===== src/rtl/lrsc_arbiter.sv =====
// lrsc_arbiter: round-robin data-port arbiter with per-hart LR/SC reservations.
// Define LRSC_TIMEOUT_EN to expire each reservation TIMEOUT_CYCLES after its LR.
module lrsc_arbiter #(
  parameter int NUM_HARTS      = 4,
  parameter int ADDR_W         = 12,
  parameter int TIMEOUT_CYCLES = 64
) (
  input  logic                         clk,
  input  logic                         reset,
  input  logic [NUM_HARTS-1:0]         i_req,
  input  logic [2*NUM_HARTS-1:0]       i_req_op,
  input  logic [ADDR_W*NUM_HARTS-1:0]  i_req_addr,
  output logic [NUM_HARTS-1:0]         o_gnt,
  output logic [ADDR_W-1:0]            o_mem_addr,
  output logic                         o_mem_we,
  output logic [$clog2(NUM_HARTS)-1:0] o_mem_hart,
  output logic                         o_resp_valid,
  output logic [$clog2(NUM_HARTS)-1:0] o_resp_hart,
  output logic                         o_sc_success
);
  localparam int HW = $clog2(NUM_HARTS);
  localparam logic [1:0] OP_STORE = 2'b01;
  localparam logic [1:0] OP_LR    = 2'b10;
  localparam logic [1:0] OP_SC    = 2'b11;

  if (NUM_HARTS < 2 || (NUM_HARTS & (NUM_HARTS - 1)) != 0 || TIMEOUT_CYCLES < 2) begin : g_param_check
    $error("lrsc_arbiter: NUM_HARTS must be a power of two >= 2, TIMEOUT_CYCLES >= 2");
  end

  logic [HW-1:0]        rr_ptr_q, rr_ptr_d, gnt_idx;
  logic                 gnt_any;
  logic [1:0]           op;
  logic [ADDR_W-1:0]    addr;
  logic [NUM_HARTS-1:0] rsv_valid_q, rsv_valid_d, rsv_live, rsv_hit;
  logic [ADDR_W-1:0]    rsv_addr_q [NUM_HARTS];
  logic [ADDR_W-1:0]    rsv_addr_d [NUM_HARTS];
  logic                 sc_ok;
  logic                 resp_valid_q, resp_valid_d, sc_success_q, sc_success_d;
  logic [HW-1:0]        resp_hart_q, resp_hart_d;

  always_comb begin
    gnt_any = 1'b0;
    gnt_idx = '0;
    op      = '0;
    addr    = '0;
    for (int i = 0; i < NUM_HARTS; i++) begin
      if (!gnt_any && i_req[rr_ptr_q + HW'(i)]) begin
        gnt_any = 1'b1;
        gnt_idx = rr_ptr_q + HW'(i);
      end
    end
    for (int h = 0; h < NUM_HARTS; h++) begin
      if (gnt_idx == HW'(h)) begin
        op   = i_req_op[2*h +: 2];
        addr = i_req_addr[ADDR_W*h +: ADDR_W];
      end
    end
  end

`ifdef LRSC_TIMEOUT_EN
  localparam int CW = $clog2(TIMEOUT_CYCLES + 1);
  logic [CW-1:0] rsv_cnt_q [NUM_HARTS];
  logic [CW-1:0] rsv_cnt_d [NUM_HARTS];
  // a counter sitting at zero means the reservation dies this cycle
  always_comb begin
    for (int h = 0; h < NUM_HARTS; h++) begin
      rsv_live[h]  = rsv_valid_q[h] && rsv_cnt_q[h] != '0;
      rsv_cnt_d[h] = (gnt_any && gnt_idx == HW'(h) && op == OP_LR) ? CW'(TIMEOUT_CYCLES - 1) :
                     (rsv_valid_q[h] && rsv_cnt_q[h] != '0) ? rsv_cnt_q[h] - CW'(1) : rsv_cnt_q[h];
    end
  end
  always_ff @(posedge clk) begin
    for (int h = 0; h < NUM_HARTS; h++)
      rsv_cnt_q[h] <= reset ? '0 : rsv_cnt_d[h];
  end
`else
  assign rsv_live = rsv_valid_q;
`endif

  always_comb begin
    sc_ok    = gnt_any && op == OP_SC && rsv_live[gnt_idx] && rsv_addr_q[gnt_idx] == addr;
    o_mem_we = gnt_any && (op == OP_STORE || sc_ok);
    for (int h = 0; h < NUM_HARTS; h++)
      rsv_hit[h] = rsv_live[h] && rsv_addr_q[h] == addr;
    rsv_valid_d = rsv_live & ~(o_mem_we ? rsv_hit : '0);
    rsv_addr_d  = rsv_addr_q;
    if (gnt_any && op == OP_LR) begin
      rsv_valid_d[gnt_idx] = 1'b1;
      rsv_addr_d[gnt_idx]  = addr;
    end
    if (gnt_any && op == OP_SC)
      rsv_valid_d[gnt_idx] = 1'b0;
    rr_ptr_d     = gnt_any ? gnt_idx + HW'(1) : rr_ptr_q;
    resp_valid_d = gnt_any;
    resp_hart_d  = gnt_idx;
    sc_success_d = sc_ok;
  end

  assign o_gnt        = gnt_any ? NUM_HARTS'(1) << gnt_idx : '0;
  assign o_mem_addr   = addr;
  assign o_mem_hart   = gnt_idx;
  assign o_resp_valid = resp_valid_q;
  assign o_resp_hart  = resp_hart_q;
  assign o_sc_success = sc_success_q;

  always_ff @(posedge clk) begin
    if (reset) begin
      rr_ptr_q     <= '0;
      rsv_valid_q  <= '0;
      resp_valid_q <= 1'b0;
      resp_hart_q  <= '0;
      sc_success_q <= 1'b0;
    end else begin
      rr_ptr_q     <= rr_ptr_d;
      rsv_valid_q  <= rsv_valid_d;
      resp_valid_q <= resp_valid_d;
      resp_hart_q  <= resp_hart_d;
      sc_success_q <= sc_success_d;
    end
  end

  always_ff @(posedge clk) rsv_addr_q <= rsv_addr_d;
endmodule


===== config.mk =====
export PLATFORM = sky130hd
export DESIGN_NAME = lrsc_arbiter
export DESIGN_NICKNAME = d
export VERILOG_FILES = /design/src/rtl/lrsc_arbiter.sv
export SDC_FILE = /design/constraint.sdc
export NUM_CORES = 1
export LEC_CHECK = 0
export CAP_MARGIN = 10
export CORE_MARGIN = 3
export CORE_UTILIZATION = 25
export CTS_CLUSTER_DIAMETER = 150
export DETAILED_ROUTE_END_ITERATION = 6
export PLACE_DENSITY = 0.49
export SETUP_SLACK_MARGIN = 0.3
export SLEW_MARGIN = 10
export SYNTH_ARGS = -nofsm -noshare
export SYNTH_HDL_FRONTEND = slang
export SYNTH_SLANG_ARGS = --single-unit

===== constraint.sdc =====
create_clock -name clk -period 9.86 [get_ports clk]
set_input_delay 2.465 -clock clk [delete_from_list [all_inputs] [get_ports clk]]
set_output_delay 2.465 -clock clk [all_outputs]
set_load 0.03 [all_outputs]

==> results.md <==
Final layout:
- The share of cells above drive strength 1 is 12.9%.
- The area growth from synthesis to layout is 42.5%.
- The repair_antennas step left the layout with diodes totalling 0.
- The net count of the finished layout is 450.

Route:
- For this block, the via count after detailed routing is 2565.
- In the routed design, unresolved DRC markers number 0.
- The wire length per cell after detailed routing is 17.5 µm.
- The number of detailed-route iterations in the first pass is 6.
- The initial DRC count is 119.
- The count of nets left with antenna violations once routing finished came out at 0.
- The routed wire length is 9800 µm.
- The number of vias per cell after detailed routing is 4.57.

Critical path:
- Data on the critical path is required at its endpoint by 7400 ps.
- The data arrival time of the critical path is 6670 ps.
- In this run the critical register-to-register path is launched from rr_ptr_q[1].
- The maximum cell stage delay along the critical path is 580 ps.
- The signal on the critical path passes through clkdlybuf4s50_1 > a21oi_1 > o21a_1 > o22ai_4 > inv_4 > ha_1 > or2_1 > a221oi_2 > nor2_1 > buf_4 > xor2_1 > nor4_2 > a311oi_1 > a2111o_1 > o31ai_4 > buf_4.
- The critical path capture point type is an output pin.
- By instance count, the cell type seen most on the critical path is sky130_fd_sc_hd__buf_4.
- The count of buffer and inverter cells on the critical path is 4.
- The critical path starts at i_req[0].
- The critical-path cell with the highest stage delay is sky130_fd_sc_hd__clkdlybuf4s50_1.
- Along the worst path, the maximum fanout reaches 19.
- The element type at the critical path start is a primary input.
- Among cell families on the critical path, the largest total delay comes from compound AO/OA/AOI/OAI gates.
- The type of the worst setup path is in2out.

Yosys:
- The synthesized netlist devotes 15.6% of its cell area to XOR and XNOR gates.
- The register bit total from synthesis is 58.
- The post-synthesis compound-gate area fraction is 13.6%.
- After synthesis, the cell types taking the most area are sky130_fd_sc_hd__edfxtp_1 43%, sky130_fd_sc_hd__xnor2_1 9.2%, sky130_fd_sc_hd__xor2_1 6.3%, sky130_fd_sc_hd__dfxtp_1 6.0%, sky130_fd_sc_hd__mux2i_1 5.1%.
- Ranked by instance count, the synthesized netlist is headed by 48 x sky130_fd_sc_hd__edfxtp_1, 35 x sky130_fd_sc_hd__xnor2_1, 24 x sky130_fd_sc_hd__xor2_1, 17 x sky130_fd_sc_hd__mux2i_1, 16 x sky130_fd_sc_hd__nor2_1.
- The count of yosys warnings during synthesis is 0.
- Of the post-synthesis cell area, the dominant cell type holds 43.4%.
- The synthesized netlist devotes 11.6% of its cell area to simple gates.
- The portion of synthesized area spent on multiplexers is 5.46%.
- The leading cell type by number of instances after synthesis is sky130_fd_sc_hd__edfxtp_1.
- The biggest area consumer among synthesized cells is sky130_fd_sc_hd__edfxtp_1.
- The dominant register cell in the synthesized netlist is sky130_fd_sc_hd__edfxtp_1.
- The largest family of logic cells by synthesized area is XOR/XNOR gates.
- The share of the Yosys chip area taken by registers is 49.4%.
- The number of flops mapped to enable cells by yosys is 48.
- The adder and majority cell fraction of the synthesized area is 1.51%.
- The synthesized instance count is 285.
- The synthesized area divided by synthesized cell count is 11.7 µm².
- After synthesis, the netlist uses 49 different library cells.
- The post-synthesis async set-or-reset flop share is 0%.
- The cell area that synthesis handed to floorplanning was 3320 µm².
- When the netlist entered floorplanning its net count stood at 351.

Timing:
- On the final layout, the worst clock skew is 8.84 ps.
- The maximum clock rate is 0.109 GHz.
- The final count of pins violating max slew is 0.
- Setup violations remaining at the end of the flow were counted as 0.
- The final clock period utilization by the worst path is 92.7%.
- For the final routed database, the setup TNS stands at 0 ps.
- The final hold violation count is 0.
- Headroom to the max-slew limit came out at 27.6%.
- Setup repair after global routing left no endpoint under its margin.
- For the pin with the worst max-slew slack, the measured transition is 1080 ps.
- The post-route minimum period is 9140 ps.

Global routing:
- The number of global-route vias before repair came to 2654.
- The remaining global-route overflow is 0.
- The initial antenna violation count is 0.
- Global routing consumed, over all layers together, 13.6% of the routing resources.
- The pin count of the biggest net entering global routing is 20.
- The first global-routing pass estimated 15100 µm of wire.

Die:
- The number of placed I/O pins is 85.
- The number of placement rows is 41.
- The floorplan die area is 14700 µm².
- The initial core utilization is 25.9%.
- The floorplan step set the die width to 121 µm.
- The die extent in y is 121 µm.
- The core footprint is 12800 µm².

Placed design:
- The global placement routability congestion is 0.837.
- Detailed placement finished with a half-perimeter wire length of 7380 µm.
- Port buffering added 84 buffers.

Power and ir drop:
- The completed layout was analyzed and its total power is 1100 µW.
- VDD sags by at most 0.0972 mV.
- The cell area power density is 233 nW/µm².
- The static leakage power is 0.00163 µW.

CTS:
- The number of CTS-inserted buffers is 9.
- Post-CTS repair changed the size of 0 cells.
- The post-CTS setup buffer count is 0.
- After clock tree synthesis, the clock-pin slew on the worst setup and hold paths is 60 ps.
- The TritonCTS clock tree is built.
- At the later pin of the worst-skew pair, clock insertion delay measures 330 ps.
- The buffer depth of the longest clock path is 2.
- The buffer type at the clock tree root is sky130_fd_sc_hd__clkbuf_16.
- The clock tree synthesis step divided the H-tree into 3 levels.
- The number of sinks driven by the clock tree is 58.
- Hold repair after CTS inserted 0 buffers.

Outcome:
- The flow ran to the end, and the final reports show no timing, DRC or antenna violations.

Worst hold path:
- The min-delay analysis places its worst path in the category reg2reg.
- The launch point of the worst hold path is rsv_live[3].

Run:
- Max-cap violations in this run came to 0.
[cells by family after synthesis]
family          Yosys count
compound gates           56
buf+inv                  20
flops                    58
simple gates             70
xor+xnor                 59
fa+ha+maj                 4
mux                      18
[routing by layer]
metal / GRT usage [%] / vias up / wire length [µm] / share of wire [%]
li1: - / 1265 / - / -
met5: 0 / - / 0 / 0
met2: 22.6 / 78 / 4770 / 49
met4: 3.92 / 0 / 121 / 1.2
met1: 17.3 / 1209 / 4280 / 44
met3: 3.96 / 13 / 624 / 6.4
[where the power goes]
group,switching [µW],internal (µW)
Clock,117,197
Combinational,268,193
Sequential,12.8,314
[final timing paths]
| path | end | slack [ps] | depth (start not counted) |
|---|---|---|---|
| worst max register to register | rsv_live[3] | 5580 | 14 |
| worst min register to register | rsv_live[3] | 480 | 2 |
| worst min-delay path | rsv_live[3] | 480 | 2 |
| worst max-delay path | o_mem_we | 720 | 16 |
[worst register-to-register path: stages (launching register included)]
cell and delay, ps:
sky130_fd_sc_hd__dfxtp_1 500, sky130_fd_sc_hd__mux2i_1 220, sky130_fd_sc_hd__nor2_1 60, sky130_fd_sc_hd__nor3_2 450, sky130_fd_sc_hd__inv_1 130, sky130_fd_sc_hd__buf_4 190
sky130_fd_sc_hd__ha_1 280, sky130_fd_sc_hd__nor2b_4 220, sky130_fd_sc_hd__a221o_1 340, sky130_fd_sc_hd__a22oi_2 390, sky130_fd_sc_hd__xnor2_1 220, sky130_fd_sc_hd__a32oi_1 180
sky130_fd_sc_hd__a2111o_1 470, sky130_fd_sc_hd__o31ai_4 360, sky130_fd_sc_hd__a221oi_1 120
[placed cells by master, fill, tap and decap left out, types with 3 or more instances in the layout]
cell type                         count
sky130_fd_sc_hd__xor2_1              24
sky130_fd_sc_hd__clkbuf_16            9
sky130_fd_sc_hd__nor2_2               3
sky130_fd_sc_hd__a221oi_2             5
sky130_fd_sc_hd__buf_4               15
sky130_fd_sc_hd__mux2i_1             17
sky130_fd_sc_hd__nor2_1              16
sky130_fd_sc_hd__o22ai_1             10
sky130_fd_sc_hd__nand3_1              5
sky130_fd_sc_hd__edfxtp_1            48
sky130_fd_sc_hd__and2_1               6
sky130_fd_sc_hd__inv_1                8
sky130_fd_sc_hd__nand4_1              5
sky130_fd_sc_hd__clkdlybuf4s50_1     83
sky130_fd_sc_hd__nand2_1             13
sky130_fd_sc_hd__dfxtp_1             10
sky130_fd_sc_hd__o21ai_0              5
sky130_fd_sc_hd__xnor2_1             35
sky130_fd_sc_hd__a21oi_1             15
sky130_fd_sc_hd__nor3_1               4
sky130_fd_sc_hd__ha_1                 4
sky130_fd_sc_hd__a221oi_1             7
sky130_fd_sc_hd__nor4_1               6
sky130_fd_sc_hd__clkinvlp_4           3
[metrics by stage]
stage | instances | util [%] | cell area [µm²] | hold slack (ps) | setup slack, ps
after global routing | 561 | 36.9 | 4730 | 511 | 383
final | 561 | 36.9 | 4730 | 479 | 721
after detailed placement | 545 | 34.5 | 4430 | 473 | 729
after floorplan | 285 | - | 3320 | 457 | 866
after CTS | 561 | 36.9 | 4730 | 482 | 665
after global placement | 545 | 34.5 | 4430 | 481 | 736
[sequential cells by signal, indices dropped and copies added, names as in the netlist]
name / cells
o_resp_valid: 1
rr_ptr_q: 2
rsv_addr_q: 48
rsv_live: 4
o_sc_success: 1
o_resp_hart: 2
[area by class of cell]
| class | count | area, µm² |
|---|---|---|
| Inverter | 10 | 40.0 |
| Clock inverter | 7 | 78.8 |
| Timing Repair Buffer | 98 | 943 |
| Clock buffer | 9 | 225 |
| Tap cell | 172 | 215 |
| Multi-Input combinational cell | 207 | 1590 |
| Sequential cell | 58 | 1640 |
| Fill cell | 1282 | 8090 |
Power figures use the tool's default switching activity.
